--- src/rtl/jtag_tap_sequencer.sv ---
// ============================================================================
//  jtag_tap_sequencer : 1149.1 TAP controller with IR, bypass and chain strobes
//  Optional checks: define JTAG_TAP_SEQ_ASSERT_EN.   Revision: 1.0
// ============================================================================
`default_nettype none

module jtag_tap_sequencer #(
  parameter int NCHAINS  = 4,
  parameter int IR_W     = 5,
  parameter int IR_RESET = 1
) (
  input  logic               clock,
  input  logic               reset,
  input  logic               io_tck_en,
  input  logic               io_tms,
  input  logic               io_tdi,
  output logic               io_tdo,
  output logic               io_tdo_en,
  output logic [NCHAINS-1:0] io_chainOut_capture,
  output logic [NCHAINS-1:0] io_chainOut_shift,
  output logic [NCHAINS-1:0] io_chainOut_update,
  output logic               io_chainOut_data,
  input  logic [NCHAINS-1:0] io_chainIn_data,
  output logic [IR_W-1:0]    io_ir,
  output logic [3:0]         io_state
);

  typedef enum logic [3:0] {
    TLR    = 4'd0,  RTI    = 4'd1,  SEL_DR = 4'd2,  CAP_DR = 4'd3,
    SH_DR  = 4'd4,  EX1_DR = 4'd5,  PAU_DR = 4'd6,  EX2_DR = 4'd7,
    UPD_DR = 4'd8,  SEL_IR = 4'd9,  CAP_IR = 4'd10, SH_IR  = 4'd11,
    EX1_IR = 4'd12, PAU_IR = 4'd13, EX2_IR = 4'd14, UPD_IR = 4'd15
  } state_e;

  localparam logic [IR_W-1:0] IR_RST = IR_W'(IR_RESET);
  localparam logic [IR_W-1:0] IR_CAP = IR_W'(1);

  state_e              state_q, state_d;
  logic [IR_W-1:0]     ir_q;
  logic [IR_W-1:0]     irsh_q;
  logic                bypass_q;
  logic [NCHAINS-1:0]  sel_oh;
  logic                sel_chain;
  logic                tck_act;

  for (genvar gi = 0; gi < NCHAINS; gi++) begin : g_chain_sel
    assign sel_oh[gi] = (ir_q == IR_W'(gi));
  end

  assign sel_chain = |sel_oh;
  // Gating with reset keeps chains from seeing a strobe on the reset edge.
  assign tck_act   = io_tck_en & ~reset;

  always_comb begin
    state_d = state_q;
    unique case (state_q)
      TLR:    state_d = io_tms ? TLR    : RTI;
      RTI:    state_d = io_tms ? SEL_DR : RTI;
      SEL_DR: state_d = io_tms ? SEL_IR : CAP_DR;
      CAP_DR: state_d = io_tms ? EX1_DR : SH_DR;
      SH_DR:  state_d = io_tms ? EX1_DR : SH_DR;
      EX1_DR: state_d = io_tms ? UPD_DR : PAU_DR;
      PAU_DR: state_d = io_tms ? EX2_DR : PAU_DR;
      EX2_DR: state_d = io_tms ? UPD_DR : SH_DR;
      UPD_DR: state_d = io_tms ? SEL_DR : RTI;
      SEL_IR: state_d = io_tms ? TLR    : CAP_IR;
      CAP_IR: state_d = io_tms ? EX1_IR : SH_IR;
      SH_IR:  state_d = io_tms ? EX1_IR : SH_IR;
      EX1_IR: state_d = io_tms ? UPD_IR : PAU_IR;
      PAU_IR: state_d = io_tms ? EX2_IR : PAU_IR;
      EX2_IR: state_d = io_tms ? UPD_IR : SH_IR;
      UPD_IR: state_d = io_tms ? SEL_DR : RTI;
      default: state_d = TLR;
    endcase
  end

  always_ff @(posedge clock) begin
    if (reset) begin
      state_q  <= TLR;
      ir_q     <= IR_RST;
      irsh_q   <= '0;
      bypass_q <= 1'b0;
    end else if (io_tck_en) begin
      state_q <= state_d;
      case (state_q)
        CAP_IR: irsh_q <= IR_CAP;
        SH_IR:  irsh_q <= {io_tdi, irsh_q[IR_W-1:1]};
        UPD_IR: ir_q   <= irsh_q;
        CAP_DR: if (!sel_chain) bypass_q <= 1'b0;
        SH_DR:  if (!sel_chain) bypass_q <= io_tdi;
        default: ;
      endcase
      if (state_d == TLR) ir_q <= IR_RST;
    end
  end

  assign io_chainOut_capture = (tck_act && state_q == CAP_DR) ? sel_oh : '0;
  assign io_chainOut_shift   = (tck_act && state_q == SH_DR)  ? sel_oh : '0;
  assign io_chainOut_update  = (tck_act && state_q == UPD_DR) ? sel_oh : '0;
  assign io_chainOut_data    = io_tdi;
  assign io_tdo_en           = (state_q == SH_DR) || (state_q == SH_IR);
  assign io_ir               = ir_q;
  assign io_state            = state_q;

  always_comb begin
    io_tdo = 1'b0;
    if (state_q == SH_IR)
      io_tdo = irsh_q[0];
    else if (state_q == SH_DR)
      io_tdo = sel_chain ? |(io_chainIn_data & sel_oh) : bypass_q;
  end

`ifdef JTAG_TAP_SEQ_ASSERT_EN
  state_e prev_state_q;
  logic   prev_tck_q;
  logic   prev_run_q;

  always_ff @(posedge clock) begin
    prev_state_q <= state_q;
    prev_tck_q   <= io_tck_en;
    prev_run_q   <= ~reset;
  end

  always @(posedge clock) begin
    if (!reset) begin
      for (int i = 0; i < NCHAINS; i++) begin
        assert (!((io_chainOut_capture[i] & io_chainOut_shift[i]) |
                  (io_chainOut_capture[i] & io_chainOut_update[i]) |
                  (io_chainOut_shift[i]   & io_chainOut_update[i])))
        else begin
`ifndef SYNTHESIS
          $display("jtag_tap_sequencer: chain %0d strobes overlap", i);
`endif
        end
      end
      assert ($onehot0(io_chainOut_capture | io_chainOut_shift | io_chainOut_update))
      else begin
`ifndef SYNTHESIS
        $display("jtag_tap_sequencer: more than one chain strobe");
`endif
      end
      assert (!(prev_run_q && !prev_tck_q) || (state_q == prev_state_q))
      else begin
`ifndef SYNTHESIS
        $display("jtag_tap_sequencer: state moved without tck");
`endif
      end
    end
  end
`endif

endmodule

`default_nettype wire
--- config.mk ---
export PLATFORM = sky130hd
export DESIGN_NAME = jtag_tap_sequencer
export DESIGN_NICKNAME = d
export VERILOG_FILES = /design/src/rtl/jtag_tap_sequencer.sv
export SDC_FILE = /design/constraint.sdc
export NUM_CORES = 1
export LEC_CHECK = 0
export CAP_MARGIN = 40
export CORE_UTILIZATION = 45
export CTS_CLUSTER_SIZE = 25
export DETAILED_ROUTE_END_ITERATION = 10
export PLACE_DENSITY = 0.85
export SYNTH_ARGS = -nofsm -noshare
export SYNTH_HDL_FRONTEND = slang
export SYNTH_SLANG_ARGS = --single-unit
--- constraint.sdc ---
create_clock -name clock -period 2.9 [get_ports clock]
set_input_delay 0.87 -clock clock [delete_from_list [all_inputs] [get_ports clock]]
set_output_delay 0.87 -clock clock [all_outputs]
set_load 0.005 [all_outputs]
==> results.yml, run 1 <==
logic_synthesis:
  syn_area_per_cell_um2: 7.591
  synth_edf_count: 0
  synth_area_um2: 1017
  synth_top_area_frac: 0.2952
  yosysMostFrequentCell: "nor2_1"
  ys_top_cells_by_area: "dfxtp_1 (30%), nor2_1 (7.0%), mux2i_1 (6.9%)"
  synthArstFlopShare: 0
  netlist_top_cells_count: "nor2_1 (19), dfxtp_1 (15), nand2_1 (13)"
  syn-num-nets: 143
  synth_flop_cell: "dfxtp_1"
  yosys_warnings: 0
  synth_cell_types: 39
  synth_top_area_cell: "dfxtp_1"
  ys_seq_area_frac: 0.2952
  syn_inst: 134
  synth-seq-cells: 15
pwr:
  power.switching_uw: 150.8
  pwr-share-comb: 0.262
  clkPwrFrac: 0.278
  powerDensity_nw_per_um2: 310.0
  swShare: 0.3179
  ir_worst_vdd_mv: 0.3858
  p_int_uw: 323.6
  pwr-share-seq: 0.460
  power_leakage_nw: 0.6198
flow_run:
  max-cap-violations: 0
detailed_routing:
  first_pass_iters: 4
  wire_per_inst_um: 15.71
  vias: 1257
  wirelength_um: 3268
  post-route-drc-count: 0
  initialDrtViolationCount: 40
  wl_met2_um: 1602
  antenna_left: 0
  met1_length_um: 1284
  top_layer_used: "met4"
  avgViaCountPerCell: 6.043
  wl_met3_um: 309
global_routing:
  antenna_found_initial: 0
  gr-total-overflow: 0
  track_usage: 0.2799
  grt_first_pass_wirelength_um: 5223
  grt_max_degree: 14
  grt_pass1_vias: 1106
setup_path:
  cp_max_fo: 4
  path_delay_family: "simple AND/OR/NAND/NOR gates"
  startpoint_type: "input pin"
  crit_arrival_ps: 2020
  path_cells: "buf_8 -> nand2_4 -> or3_4 -> or3_4 -> nor4_4 -> buf_2"
  reg2reg_to: "bypass_q$_SDFFE_PP0P_"
  crit_type: "in -> out"
  reg2reg_from: "io_state[0]$_SDFFE_PP0P_"
  crit_top_cell: "or3_4"
  reg2reg_depth: 4
  reg2reg_slack_ps: 1150
  cp_slowest_cell: "or3_4"
  worstPathRequired_ps: 2030
  slowest_delay_ps: 380
  crit_end: "io_chainOut_capture[0]"
  end_kind: "output pin"
  crit_cells: 6
  cp-startpoint: "io_tck_en"
  path_buf_inv: 2
clock_network:
  hold_buffers: 0
  numClockSinks: 15
  htreeDepth: 1
  cts_tree: "built"
  clk_path_buf_depth: 2
  clk_pin_slew_worst_paths_ps: 90
  cts-buffers-inserted: 3
  clk_latency_ps: 310
  root_buffer: "clkbuf_4"
sta:
  rsz0062_at_grt: "yes"
  post-route-min-period_ps: 2894
  max_freq_mhz: 345.5
  hold_viol_final: 0
  setup_viol: 0
  drv_slew: 0
  worstMarginPinSlew_ps: 621.9
  fin_worst_skew_ps: 13.72
  fin_crit_sh: 0.9979
  worst_slack_ps: 6.001
  whs_ps: 484.6
  maxSlewHeadroom: 0.5747
  fin_setup_tns_ps: 0
min_path:
  min_path_type: "reg -> reg"
  min_from: "irsh_q[3]$_SDFFE_PP0P_"
place:
  place_congestion: 0.9546
  numPlacedInstances: 198
  dp_hpwl_um: 2172
  pre_cts_ws_ps: -806.7
  io_buffer_count: 32
die:
  fp.dieH_um: 49.55
  die_w_um: 49.55
  num_io_pins: 33
  start_util: 0.4982
  die_area_um2: 2455
  row_count: 16
  core-area_um2: 2042
final_layout:
  stdcell_count: 208
  num-nets-final: 191
  seqCellArea_um2: 301.5
  layout-drive-gt1-share: 0.3039
  syn2layout_area_growth_pct: 50.43
  fillers: 168
  multi_input_area_um2: 700.7
  antenna_cells: 0
status:
  status: "complete, no violations"
-- tightest hold or removal path: cells and delay by family, from the launching register on --
family,cells,cell delay [ps]
DFF,1,330
muxes,1,50
and+or+nand+nor,1,60
-- routing by layer --
layer / track usage / up-vias
li1: - / 581
met1: 0.3596 / 583
met2: 0.4505 / 84
met3: 0.04321 / 9
met4: 0.1381 / 0
met5: 0 / -
-- logic make-up (layout without fill, tap and decap cells) --
kind of cell | count (synthesis) | in the layout | synth area share
AO/OA/AOI/OAI | 32 | 32 | 0.2288
XOR/XNOR | 1 | 1 | 0.008612
buffers and inverters | 17 | 64 | 0.07257
flip-flops | 15 | 15 | 0.2952
multiplexers | 8 | 8 | 0.09102
AND/OR/NAND/NOR | 61 | 61 | 0.3038
-- how the worst min path moves through the flow --
stage / end / cells after the start
after floorplan: io_ir[2]$_SDFFE_PP0P_ / 2
after global placement: bypass_q$_SDFFE_PP0P_ / 2
after detailed placement: bypass_q$_SDFFE_PP0P_ / 2
after CTS: io_ir[3]$_SDFFE_PP0P_ / 2
after global routing: io_ir[3]$_SDFFE_PP0P_ / 2
final: io_ir[3]$_SDFFE_PP0P_ / 2
-- layout make-up --
| type | instances | share of cell area |
|---|---|---|
| Timing Repair Buffer | 54 | 0.2903 |
| Multi-Input combinational cell | 102 | 0.4579 |
| Tap cell | 27 | 0.02208 |
| Inverter | 6 | 0.01472 |
| Clock inverter | 1 | 0.003271 |
| Sequential cell | 15 | 0.1971 |
| Clock buffer | 3 | 0.01472 |
-- state kept, by name, indices dropped and copies added, names as in the netlist --
register,count
bypass_q,1
io_ir,5
io_state,4
irsh_q,5
-- repair_timing --
item	4_1_cts	5_1_grt
setup buffers	5	1
endpoints found under the setup margin	13	9
resized for setup	53	17
pin swaps	5	5
cloned	0	0
-- placed cells by master (no fill, tap or decap), drive strengths merged, types with 2 or more instances in the layout --
cell type	count
nand2b	5
and2	2
a31oi	2
clkdlybuf4s50	13
or3	4
dfxtp	15
nor2b	4
dlygate4sd2	8
nor4	3
o21ai	4
a21oi	7
nor2	19
nand2	13
mux2i	7
a221oi	2
a22o	4
nor3	3
a311o	2
nand3	7
inv	6
clkbuf	6
buf	30
-- power groups by stage --
stage,registers [mW],logic (mW),clock network [mW]
floorplan,0.220,0.0642,0
global placement,0.221,0.112,0
detailed placement,0.221,0.114,0
CTS,0.217,0.118,0.133
global route,0.219,0.133,0.137
finish,0.218,0.124,0.132
-- per-stage QoR --
| stage | cell area [um2] | utilization | total power, mW |
|---|---|---|---|
| after floorplan | 1017 | - | 0.2845 |
| after global placement | 1440 | 0.7053 | 0.3324 |
| after detailed placement | 1440 | 0.7053 | 0.3353 |
| after CTS | 1508 | 0.7384 | 0.4683 |
| after global routing | 1530 | 0.7494 | 0.4888 |
| final | 1530 | 0.7494 | 0.4743 |
No activity file was read; power rests on OpenSTA's default activity.
==> inputs of run 2 (changes only) <==
--- a/config.mk
+++ b/config.mk
@@ -9,6 +9,7 @@
 export CORE_UTILIZATION = 45
 export CTS_CLUSTER_SIZE = 25
 export DETAILED_ROUTE_END_ITERATION = 10
+export GPL_TIMING_DRIVEN = 1
 export PLACE_DENSITY = 0.85
 export SYNTH_ARGS = -nofsm -noshare
 export SYNTH_HDL_FRONTEND = slang
==> results of run 2 <==
Same layout as run 1: the final DEF is identical, and so are final timing and power.
==> inputs of run 3 (changes only) <==
--- a/config.mk
+++ b/config.mk
@@ -10,6 +10,7 @@
 export CTS_CLUSTER_SIZE = 25
 export DETAILED_ROUTE_END_ITERATION = 10
 export GPL_TIMING_DRIVEN = 1
+export HOLD_SLACK_MARGIN = 0.08
 export PLACE_DENSITY = 0.85
 export SYNTH_ARGS = -nofsm -noshare
 export SYNTH_HDL_FRONTEND = slang
==> results of run 3 <==
Same layout as run 1: the final DEF is identical, and so are final timing and power.
